## config.mk

```make
export PLATFORM = sky130hd
export DESIGN_NAME = mult4u_residue_check
export DESIGN_NICKNAME = d
export VERILOG_FILES = /design/src/rtl/mult4u_pkg.sv /design/src/rtl/mult4u_residue.sv /design/src/rtl/mult4u_residue_check.sv
export SDC_FILE = /design/constraint.sdc
export NUM_CORES = 1
export LEC_CHECK = 0
export ABC_AREA = 1
export CAP_MARGIN = 25
export CORE_UTILIZATION = 40
export CTS_BUF_LIST = sky130_fd_sc_hd__clkbuf_4
export DETAILED_ROUTE_END_ITERATION = 16
export PLACE_DENSITY_LB_ADDON = 0.08
export SETUP_SLACK_MARGIN = 0.02
export SYNTH_ARGS = -nofsm -noshare
export SYNTH_HDL_FRONTEND = slang
export SYNTH_SLANG_ARGS = --single-unit
```

## constraint.sdc

```tcl
create_clock -name clk -period 2.55 [get_ports clk]
set_input_delay 0.3825 -clock clk [delete_from_list [all_inputs] [get_ports clk]]
set_output_delay 0.3825 -clock clk [all_outputs]
set_load 0.05 [all_outputs]
```

## src/rtl/mult4u_pkg.sv

```systemverilog
// rtl/mult4u_pkg.sv - shared types and constants for the 4x4 multiplier residue checker
package mult4u_pkg;

    typedef enum logic [1:0] {
        ST_OK      = 2'd0,
        ST_SUSPECT = 2'd1,
        ST_FAULT   = 2'd2
    } health_t;

    localparam int MOD3   = 3;
    localparam int MOD7   = 7;
    localparam int RES3_W = 2;
    localparam int RES7_W = 3;
    localparam int RUN_W  = 4;

endpackage

```

## src/rtl/mult4u_residue.sv

```systemverilog
// rtl/mult4u_residue.sv - combinational residue of an unsigned value modulo a constant
module mult4u_residue #(
    parameter int IN_W  = 4,
    parameter int MOD   = 3,
    parameter int OUT_W = 2
) (
    input  logic [IN_W-1:0]  i_val,
    output logic [OUT_W-1:0] o_res
);

    localparam logic [IN_W-1:0] MOD_V = IN_W'(MOD);

    assign o_res = OUT_W'(i_val % MOD_V);

endmodule

```

## src/rtl/mult4u_residue_check.sv

```systemverilog
// rtl/mult4u_residue_check.sv - two-stage residue checker with health FSM; MULT4U_RESCHK_MOD7_EN adds a mod-7 check
module mult4u_residue_check
    import mult4u_pkg::*;
#(
    parameter int CNT_W        = 8,
    parameter int FAULT_THRESH = 2
) (
    input  logic             clk,
    input  logic             rst,
    input  logic             in_valid,
    output logic             in_ready,
    input  logic [3:0]       a,
    input  logic [3:0]       b,
    input  logic [7:0]       p,
    output logic             out_valid,
    input  logic             out_ready,
    output logic [7:0]       out_p,
    output logic             out_err,
    output logic [CNT_W-1:0] err_count,
    output logic             fault,
    input  logic             clear
);

    localparam logic [CNT_W-1:0] CNT_MAX = '1;
    localparam logic [RUN_W-1:0] THRESH  = RUN_W'(FAULT_THRESH);

    logic              w_s1_adv;
    logic              w_s2_adv;
    logic              w_hs;
    logic [RES3_W-1:0] w_ra3;
    logic [RES3_W-1:0] w_rb3;
    logic [RES3_W-1:0] w_rp3;
    logic [3:0]        w_prod3;
    logic [RES3_W-1:0] w_prod3_res;
    logic              w_err;

    logic              r_s1_valid;
    logic [7:0]        r_s1_p;
    logic [RES3_W-1:0] r_s1_ra3;
    logic [RES3_W-1:0] r_s1_rb3;
    logic [RES3_W-1:0] r_s1_rp3;
    logic              r_s2_valid;
    logic [7:0]        r_s2_p;
    logic              r_s2_err;

    health_t           r_state;
    health_t           w_state_next;
    logic [RUN_W-1:0]  r_run;
    logic [RUN_W-1:0]  w_run_next;
    logic [CNT_W-1:0]  r_err_count;
    logic              w_fault;

    assign w_s2_adv = !r_s2_valid || out_ready;
    assign w_s1_adv = !r_s1_valid || w_s2_adv;
    assign in_ready = w_s1_adv;
    assign w_hs     = r_s2_valid && out_ready;

    mult4u_residue #(.IN_W(4), .MOD(MOD3), .OUT_W(RES3_W)) u_res_a3 (.i_val(a), .o_res(w_ra3));
    mult4u_residue #(.IN_W(4), .MOD(MOD3), .OUT_W(RES3_W)) u_res_b3 (.i_val(b), .o_res(w_rb3));
    mult4u_residue #(.IN_W(8), .MOD(MOD3), .OUT_W(RES3_W)) u_res_p3 (.i_val(p), .o_res(w_rp3));

    assign w_prod3 = {2'b00, r_s1_ra3} * {2'b00, r_s1_rb3};
    mult4u_residue #(.IN_W(4), .MOD(MOD3), .OUT_W(RES3_W)) u_res_m3 (.i_val(w_prod3), .o_res(w_prod3_res));

`ifdef MULT4U_RESCHK_MOD7_EN
    logic [RES7_W-1:0] w_ra7;
    logic [RES7_W-1:0] w_rb7;
    logic [RES7_W-1:0] w_rp7;
    logic [5:0]        w_prod7;
    logic [RES7_W-1:0] w_prod7_res;
    logic [RES7_W-1:0] r_s1_ra7;
    logic [RES7_W-1:0] r_s1_rb7;
    logic [RES7_W-1:0] r_s1_rp7;

    mult4u_residue #(.IN_W(4), .MOD(MOD7), .OUT_W(RES7_W)) u_res_a7 (.i_val(a), .o_res(w_ra7));
    mult4u_residue #(.IN_W(4), .MOD(MOD7), .OUT_W(RES7_W)) u_res_b7 (.i_val(b), .o_res(w_rb7));
    mult4u_residue #(.IN_W(8), .MOD(MOD7), .OUT_W(RES7_W)) u_res_p7 (.i_val(p), .o_res(w_rp7));

    assign w_prod7 = {3'b000, r_s1_ra7} * {3'b000, r_s1_rb7};
    mult4u_residue #(.IN_W(6), .MOD(MOD7), .OUT_W(RES7_W)) u_res_m7 (.i_val(w_prod7), .o_res(w_prod7_res));

    always_ff @(posedge clk) begin
        if (rst) begin
            r_s1_ra7 <= '0;
            r_s1_rb7 <= '0;
            r_s1_rp7 <= '0;
        end else if (w_s1_adv && in_valid) begin
            r_s1_ra7 <= w_ra7;
            r_s1_rb7 <= w_rb7;
            r_s1_rp7 <= w_rp7;
        end
    end

    assign w_err = (w_prod3_res != r_s1_rp3) || (w_prod7_res != r_s1_rp7);
`else
    assign w_err = (w_prod3_res != r_s1_rp3);
`endif

    // Datapath pipeline: independent of clear and of the health state.
    always_ff @(posedge clk) begin
        if (rst) begin
            r_s1_valid <= 1'b0;
            r_s1_p     <= '0;
            r_s1_ra3   <= '0;
            r_s1_rb3   <= '0;
            r_s1_rp3   <= '0;
            r_s2_valid <= 1'b0;
            r_s2_p     <= '0;
            r_s2_err   <= 1'b0;
        end else begin
            if (w_s1_adv) begin
                r_s1_valid <= in_valid;
                if (in_valid) begin
                    r_s1_p   <= p;
                    r_s1_ra3 <= w_ra3;
                    r_s1_rb3 <= w_rb3;
                    r_s1_rp3 <= w_rp3;
                end
            end
            if (w_s2_adv) begin
                r_s2_valid <= r_s1_valid;
                if (r_s1_valid) begin
                    r_s2_p   <= r_s1_p;
                    r_s2_err <= w_err;
                end
            end
        end
    end

    always_ff @(posedge clk) begin
        if (rst) begin
            r_state     <= ST_OK;
            r_run       <= '0;
            r_err_count <= '0;
        end else begin
            r_state <= w_state_next;
            r_run   <= w_run_next;
            if (clear) begin
                r_err_count <= '0;
            end else if (w_hs && r_s2_err && (r_err_count != CNT_MAX)) begin
                r_err_count <= r_err_count + 1'b1;
            end
        end
    end

    // clear takes priority over any handshake in the same cycle.
    always_comb begin
        w_state_next = r_state;
        w_run_next   = r_run;
        if (clear) begin
            w_state_next = ST_OK;
            w_run_next   = '0;
        end else if (w_hs) begin
            case (r_state)
                ST_OK: begin
                    if (r_s2_err) begin
                        w_run_next   = RUN_W'(1);
                        w_state_next = (THRESH <= RUN_W'(1)) ? ST_FAULT : ST_SUSPECT;
                    end else begin
                        w_run_next = '0;
                    end
                end
                ST_SUSPECT: begin
                    if (r_s2_err) begin
                        w_run_next = r_run + 1'b1;
                        if ((r_run + 1'b1) >= THRESH) begin
                            w_state_next = ST_FAULT;
                        end
                    end else begin
                        w_run_next   = '0;
                        w_state_next = ST_OK;
                    end
                end
                ST_FAULT: begin
                    w_state_next = ST_FAULT;
                end
                default: begin
                    w_state_next = ST_OK;
                    w_run_next   = '0;
                end
            endcase
        end
    end

    always_comb begin
        w_fault = 1'b0;
        if (r_state == ST_FAULT) begin
            w_fault = 1'b1;
        end
    end

    assign out_valid = r_s2_valid;
    assign out_p     = r_s2_p;
    assign out_err   = r_s2_err;
    assign err_count = r_err_count;
    assign fault     = w_fault;

endmodule

```

; ---- Word-level counts from Yosys, hierarchy flattened
; Cells that the tools add are included.
[word_totals]
ff_bits = 39
latchBits = 0
ram_bits = 0
romBits = 0
inputBits = 21
wordCells = 47
n_memories = 0
[op_classes]
addsub = 2
multipliers = 1
div_mod_pow = 4
magnitude_cmp = 1
eq_ne = 6
n_shift = 0
n_mux = 8
bitwise_logic = 1
reduce_logical = 13
[op_table]
columns = cell, count
row1 = 4-bit by 2-bit remainder unit with 4-bit output (second input constant), 3
row2 = 4-bit one-hot mux with 3 select lines, 1
row3 = 8-bit by 1-bit adder with 8-bit output (second input constant), 1
row4 = 8-bit by 2-bit remainder unit with 8-bit output (second input constant), 1
row5 = 8-bit != test (second input constant), 1
row6 = 2-bit two-way mux, 3
row7 = 2-bit one-hot mux with 3 select lines, 1
row8 = 2-bit AND reduction, 3
row9 = 4-bit by 1-bit adder with 4-bit output (second input constant), 1
row10 = 4-bit by 2-bit >= comparator with 1-bit output (second input constant), 1
row11 = 2-bit by 2-bit multiplier with 4-bit output, 1
row12 = 4-bit two-way mux, 1
row13 = 1-bit logical AND, 3
row14 = 3-bit != test (second input constant), 1
row15 = 3-bit AND reduction, 1
row16 = 2-bit by 1-bit equality test with 1-bit output (second input constant), 1
row17 = 2-bit equality test (second input constant), 1
row18 = 1-bit logical NOT, 2
row19 = 2-bit logical NOT, 1
row20 = 1-bit logical OR, 2
row21 = 1-bit two-way mux, 2
row22 = 2-bit != test, 1
row23 = 2-bit != test (second input constant), 1
row24 = 2-bit OR reduction, 1
row25 = 1-bit inverter, 1

; ---- Depth between registers and ports, before layout
; Gate-level depths: netlist of run 1.
[logic_depth]
word_depth = 5
ltp_mapped = 29
depth_no_buf = 29

; ---- Hierarchy
; A second synthesis of run 1 with hierarchy kept.
[hier_totals]
cells_unflattened = 397
hier_area_um2 = 2571.2
[by_module_without_submodules]
columns = module, n_inst, cells_each, area_per_inst_um2
row1 = mult4u_residue_check, 1, 234, 1721.7
row2 = mult4u_residue (u_res_a3 ...), 3, 34, 183.9
row3 = mult4u_residue (u_res_p3), 1, 61, 297.8

; ---- Worst setup path before layout of run 1
; Ideal clock, no wire load.
[synth_path]
path_kind = in2reg
startpoint = input p[5]
endpoint = register r_s1_rp3[0]
setup_time_ps = 110
arrival_ps = 2464
setup_slack_ps = -24
cell_stages = 28
n_path_buf = 0
path_cell_list = inv_1 > nand3_1 > nand2_1 > nand2_1 > nand2_1 > clkinv_1 > nand2_2 > nand3_2 > nand2_2 > nand2_2 > nand2_1 > nand2_2 > nand2_2 > inv_1 > ha_1 > nor2_2 > nand3_1 > nand2_1 > inv_1 > ha_1 > inv_1 > nand2_1 > a21oi_2 > nand2_1 > nand2_1 > nand3_1 > nand2_1 > inv_1
[synth_via]
elab_chain_cells = 1
[synth_rtl]
columns = item, line
row1 = from (decl), mult4u_residue_check.sv:14  ; input logic [7:0] p,
row2 = 8-bit by 2-bit remainder unit with 8-bit output, mult4u_residue.sv:13  ; assign o_res = OUT_W'(i_val % MOD_V);
row3 = to (signal assigned), mult4u_residue_check.sv:117  ; r_s1_rp3 <= w_rp3;
row4 = to (decl), mult4u_residue_check.sv:41  ; logic [RES3_W-1:0] r_s1_rp3;
; No other way between the ends.
; A chain may end at the register's enable or synchronous reset.

; ---- Final worst setup path of run 1
; Ends and elaborated chain as after synthesis.

==> flow_metrics.tcl, run 1 <==
set metrics [dict create \
    postSynthCellCount 336 \
    antenna_cells 0 \
    finalCriticalPeriod_ns 2.387 \
    multiInputGateArea_um2 1405 \
    die_area_um2 6044 \
    drtIter0Drc 57 \
    fill_cells 540 \
    timing.rr.end "out_err" \
    synth_edf_count 0 \
    yosys_register_bits 39 \
    overflow 0 \
    rsz0062_at_grt "yes" \
    gr-usage-all-layers_pct 17.26 \
    hold_path.class "input pin to flip-flop" \
    p_leak_nw 1.461 \
    synthFlopType "dfxtp_1" \
    grt_busiest_layer "met2" \
    maxSlewViolCount 0 \
    place.gp.congestion 0.7697 \
    placement.cell_area_um2 2885 \
    use_met1_pct 20.50 \
    clock.fmax_mhz 419.0 \
    seq_area_frac_synth_pct 34.02 \
    drv_cap 0 \
    cp.arrival_ns 2.63 \
    cp_common_cell "nand2_2" \
    cts_max_level 2 \
    path_buf_inv 7 \
    portBuffers 40 \
    regToRegSetupSlack_ns 0.26 \
    clock_skew_ns 0.01099 \
    seq_area_um2 783.3 \
    postCtsHoldBufs 0 \
    drc 0 \
    vdd_drop_max_uv 207.7 \
    area_growth_pct 37.95 \
    grt_start_max_net_pins 23 \
    p_per_area_nw_per_um2 446.3 \
    clock_latency_ns 0.34 \
    post-route-cell-area_um2 3166 \
    path_delay_family "simple AND/OR/NAND/NOR gates" \
    routed_wl_mm 5.025 \
    synth.distinct_cells 31 \
    max_stage_delay_ns 0.16 \
    hold_viol_final 0 \
    cts_tree "yes" \
    synth_warnings 0 \
    crit_path_start_kind "input pin" \
    initial_core_util_pct 41.67 \
    hpwl_mm 3.694 \
    cp.depth 29 \
    die_y_um 77.74 \
    syn_area_um2 2295 \
    grt_first_pass_wirelength_mm 8.438 \
    vias 2257 \
    num_rows 27 \
    grt_pass1_vias 2038 \
    min_period_over_period_pct 93.60 \
    met2_usage_pct 30.53 \
    grt_use_met3_pct 3.176 \
    reg2reg_depth 13 \
    coreArea_um2 5507 \
    fin_util_pct 57.49 \
    cts_sinks 39 \
    synthArstFlopShare_pct 0 \
    end_kind "flip-flop" \
    worst_path_max_delay_cell "ha_1" \
    synth_nets 373 \
    slew_headroom_pct 57.86 \
    avgRoutedWirePerCell_um 10.56 \
    regToRegStartpoint "r_s1_ra3[1]" \
    root_buffer "clkbuf_4" \
    synth.avg_cell_area_um2 6.829 \
    critPathKind "input pin to flip-flop" \
    clk_path_buf_depth 2 \
    worst_pin_slew_ns 0.6239 \
    cp-startpoint "p[5]" \
    die_width_um 77.74 \
    clk_pin_slew_worst_paths_ns 0.11 \
    cp_max_fo 4 \
    drive_gt1_share_pct 23.76 \
    final-setup-viol-count 0 \
    status "finished, final reports clean" \
    ios 41 \
    dr.pass1.iters 4 \
    drtAntennaViolNets 0 \
    cts_buffers 5 \
    crit_end "r_s1_rp3[0]" \
    antenna_found_initial 0 \
    viasPerCell 4.742 \
    num-nets-final 440 \
    worstPathRequired_ns 2.79 \
]
how the worst min path moves through the flow:
stage / startpoint / endpoint / slack (ns) / cells past startpoint
6_report: p[6] / r_s1_p[6] / 0.39 / 4
3_5_place_dp: r_s1_p[0] / out_p[0] / 0.45 / 2
4_1_cts: p[6] / r_s1_p[6] / 0.40 / 4
5_1_grt: p[6] / r_s1_p[6] / 0.39 / 4
2_1_floorplan: r_s1_p[0] / out_p[0] / 0.43 / 2
3_3_place_gp: r_s1_p[0] / out_p[0] / 0.45 / 2
cell type report:
type / count / area share, %
repair buffers: 65 / 18.54
clock buffers: 6 / 1.423
clock inverters: 2 / 0.3953
well taps: 72 / 2.846
inverters: 62 / 7.668
flip-flops and latches: 39 / 24.74
multi-input cells: 230 / 44.39
cells in the final DEF, fill, tap and decap left out, drive strengths merged:
| master | Yosys | final |
|---|---|---|
| a211oi | 5 | 5 |
| a21o | 1 | 1 |
| a21oi | 23 | 23 |
| a31oi | 6 | 6 |
| buf | 1 | 29 |
| clkbuf | 4 | 7 |
| clkdlybuf4s50 | 0 | 34 |
| clkinv | 4 | 4 |
| clkinvlp | 0 | 1 |
| dfxtp | 39 | 39 |
| dlymetal6s2s | 0 | 1 |
| fa | 1 | 1 |
| ha | 15 | 15 |
| inv | 58 | 59 |
| mux2i | 1 | 1 |
| nand2 | 63 | 63 |
| nand3 | 22 | 22 |
| nand4 | 1 | 1 |
| nor2 | 38 | 38 |
| nor3 | 7 | 7 |
| nor3b | 1 | 1 |
| nor4 | 1 | 1 |
| o211ai | 2 | 2 |
| o21ai | 33 | 33 |
| o21bai | 1 | 1 |
| o41ai | 1 | 1 |
| xnor2 | 2 | 2 |
| xor2 | 6 | 6 |
flip-flops by register name, summed over array words and instances, names as in the netlist:
signal	flops
r_state	2
r_run	4
out_valid	1
r_s1_valid	1
out_p	8
r_s1_ra3	2
r_s1_rb3	2
out_err	1
err_count	8
r_s1_p	8
r_s1_rp3	2
where the power goes:
part / internal (W) / switching [W] / total, W / leakage, nW
Sequential: 0.000642 / 0.0000196 / 0.000662 / 0.320
Combinational: 0.000191 / 0.000245 / 0.000436 / 1.11
Clock: 0.000117 / 0.000198 / 0.000315 / 0.0317
Total: 0.000951 / 0.000462 / 0.00141 / 1.46
layer usage:
layer / vias up / share of wire, %
met3: 4 / 2.7
met5: - / 0
met4: 0 / 1.1
met2: 36 / 50
met1: 992 / 46
li1: 1225 / -
Yosys cell counts, drive strengths merged, types with 4 or more instances:
cell    count  area share, %
xor2        6            2.3
nand2      63             11
clkbuf      4           0.65
a211oi      5            1.6
a21oi      23            5.3
o21ai      33            7.2
nor3        7            1.5
a31oi       6            1.6
dfxtp      39             34
inv        58            9.5
nand3      22            5.2
ha         15            8.2
nor2       38            6.3
clkinv      4           0.65
tightest hold or removal path: cells and delay by family:
family / cells / cell delay (ns)
AO/OA/AOI/OAI: 1 / 0.04
buffers and inverters: 3 / 0.26
kinds of logic after synthesis:
logic type / share of synthesized area (%)
XOR/XNOR: 3.054
AO/OA/AOI/OAI: 17.50
multiplexers: 0.4362
buffers and inverters: 11.01
flip-flops: 34.02
adder cells (fa/ha/maj): 9.051
AND/OR/NAND/NOR: 24.92
metrics by stage:
stage / hold WS, ns / total power (W) / std cells / setup TNS (ns) / worst slack [ns]
floorplan: 0.4306 / 0.0009172 / 336 / 0 / 0.03058
global placement: 0.4487 / 0.001046 / 459 / -1.175 / -0.5953
detailed placement: 0.4493 / 0.001053 / 459 / -1.334 / -0.6771
CTS: 0.3968 / 0.001395 / 472 / 0 / 0.02474
global route: 0.3863 / 0.001513 / 476 / -0.1079 / -0.07329
finish: 0.3891 / 0.001413 / 476 / 0 / 0.1633
timing repair:
item,CTS,global route
gates resized for setup,19,46
gates cloned,0,0
endpoints found under the setup margin,2,3
pin swaps,8,21
endpoints found under the hold margin,0,0
buffers inserted,5,4
(Power assumes the default switching activity.)
==> run 2, diff against run 1 <==
--- a/config.mk
+++ b/config.mk
@@ -10,6 +10,7 @@
 export CORE_UTILIZATION = 40
 export CTS_BUF_LIST = sky130_fd_sc_hd__clkbuf_4
 export DETAILED_ROUTE_END_ITERATION = 16
+export GPL_TIMING_DRIVEN = 1
 export PLACE_DENSITY_LB_ADDON = 0.08
 export SETUP_SLACK_MARGIN = 0.02
 export SYNTH_ARGS = -nofsm -noshare
==> results of run 2 <==
No change in the layout: final DEF, timing and power equal those of run 1.
==> run 3, diff against run 2 <==
--- a/config.mk
+++ b/config.mk
@@ -7,7 +7,7 @@
 export LEC_CHECK = 0
 export ABC_AREA = 1
 export CAP_MARGIN = 25
-export CORE_UTILIZATION = 40
+export CORE_UTILIZATION = 49
 export CTS_BUF_LIST = sky130_fd_sc_hd__clkbuf_4
 export DETAILED_ROUTE_END_ITERATION = 16
 export GPL_TIMING_DRIVEN = 1
==> flow_metrics.tcl, run 3 (synthesis results as in run 1) <==
set metrics [dict create \
    status "finished, final reports clean" \
    grt_start_max_net_pins 23 \
    ios 41 \
    cts_max_level 2 \
    post-place-cells 439 \
    final-setup-viol-count 0 \
    worst_pin_slew_ns 0.6872 \
    routed_wl_mm 5.067 \
    drv_cap 0 \
    crit_path_start_kind "input pin" \
    fill_cells 364 \
    portBuffers 40 \
    cp_max_fo 5 \
    drtAntennaViolNets 0 \
    layout_common_cells "41 x nand2_1, 38 x dfxtp_1, 37 x nor2_1, 37 x inv_1, 34 x clkdlybuf4s50_1" \
    cp.arrival_ns 2.65 \
    worstPathRequired_ns 2.81 \
    finalCriticalPeriod_ns 2.398 \
    overflow 0 \
    cts_sinks 39 \
    vdd_drop_max_uv 255.0 \
    slew_headroom_pct 53.59 \
    vias 2358 \
    area_growth_pct 39.69 \
    p_leak_nw 1.482 \
    drive_gt1_share_pct 24.50 \
    root_buffer "clkbuf_4" \
    num-nets-final 440 \
    grt_first_pass_wirelength_mm 8.562 \
    antenna_found_initial 0 \
    coreArea_um2 4414 \
    min_period_over_period_pct 94.03 \
    clock.fmax_mhz 417.1 \
    drc 0 \
    die_width_um 70.43 \
    maxSlewViolCount 0 \
    final_common_cell "nand2_1" \
    rsz0062_at_grt "yes" \
    place.gp.congestion 0.8360 \
    grt_pass1_vias 2065 \
    clock_latency_ns 0.36 \
    initial_core_util_pct 51.98 \
    end_kind "flip-flop" \
    die_y_um 70.43 \
    die_area_um2 4960 \
    hpwl_mm 3.559 \
    cts_buffers 5 \
    hold_viol_final 0 \
    critPathKind "input pin to flip-flop" \
    post-route-cell-area_um2 3206 \
    drtIter0Drc 83 \
    antenna_cells 0 \
    num_rows 24 \
    clk_pin_slew_worst_paths_ns 0.13 \
    p_per_area_nw_per_um2 484.7 \
    avgRoutedWirePerCell_um 11.11 \
    clock_skew_ns 0.01371 \
    dr.pass1.iters 4 \
    viasPerCell 5.171 \
    placement.cell_area_um2 2860 \
    hold_path.class "input pin to flip-flop" \
    clk_path_buf_depth 2 \
    stdcell_count 456 \
    gr-usage-all-layers_pct 20.98 \
    cts_tree "yes" \
]
==> run 3: cell count changes in the layout (fill, tap and decap cells not counted), sizes merged <==
cell | previous run | this run
bufinv | 0 | 1
clkbuf | 7 | 6
clkinv | 4 | 3
inv | 59 | 60
==> run 3: power by group <==
group	switching [W]	leakage (nW)	internal, W	total (W)
Clock	0.000219	0.0418	0.000209	0.000428
Combinational	0.000262	1.12	0.000203	0.000465
Sequential	0.0000191	0.320	0.000642	0.000661
==> run 3: repair_timing <==
action                     CTS  global route
gates resized for setup     21            55
pin swaps                    7            21
setup endpoints to repair    2             3
hold buffers                 0             0
setup buffers                7             2
==> run 3: layout make-up <==
cell class | count | area, um2 | area share [%]
clock inverters | 3 | 46.29 | 1.444
well taps | 52 | 65.06 | 2.030
multi-input cells | 230 | 1440 | 44.93
flip-flops and latches | 39 | 782.0 | 24.40
clock buffers | 5 | 37.54 | 1.171
repair buffers | 65 | 594.3 | 18.54
inverters | 62 | 240.2 | 7.494
==> run 3: metrics by stage <==
stage / setup slack [ns] / util [%] / setup TNS (ns) / power, W / hold slack [ns]
after floorplan: 0.03058 / - / 0 / 0.0009172 / 0.4306
after global placement: -0.5634 / 64.80 / -1.115 / 0.001042 / 0.4506
after detailed placement: -0.6857 / 64.80 / -1.346 / 0.001051 / 0.4515
after CTS: 0.02031 / 68.59 / 0 / 0.001502 / 0.3702
after global routing: -0.08761 / 72.62 / -0.08761 / 0.001647 / 0.3426
final: 0.1523 / 72.62 / 0 / 0.001554 / 0.3548
==> run 3: metal layers <==
metal	share of wire, %	vias up	GRT usage (%)
met4	2.1	0	6.667
li1	-	1232	-
met2	49	50	35.87
met3	4.1	10	4.040
met5	0	-	0
met1	45	1066	26.34
==> run 3: worst paths after layout <==
check | from | end | slack [ns] | depth (start not counted)
max | p[5] | r_s1_rp3[0] | 0.15 | 27
min | p[6] | r_s1_p[6] | 0.35 | 4
max reg2reg | r_s1_rb3[1] | out_err | 0.21 | 13
min reg2reg | r_s1_p[0] | r_s1_p[0] | 0.48 | 2
==> run 3: worst max-delay path, stage by stage <==
cell and delay (ns):
buf_8 0.09, inv_2 0.04, buf_4 0.14, o21ai_4 0.08, nand2_2 0.08, nand2_2 0.09, nand2_4 0.07, o21ai_2 0.14
nand2_2 0.11, nand2_2 0.08, nand2_2 0.06, nand2_2 0.09, inv_2 0.05, ha_4 0.16, nor2_4 0.10, nand3_2 0.07
nand2_2 0.08, inv_2 0.04, ha_4 0.15, inv_2 0.05, nand2_2 0.06, a21oi_4 0.14, nand2_2 0.07, nand2_1 0.06
nand3_1 0.07, nand2_1 0.06, inv_1 0.04
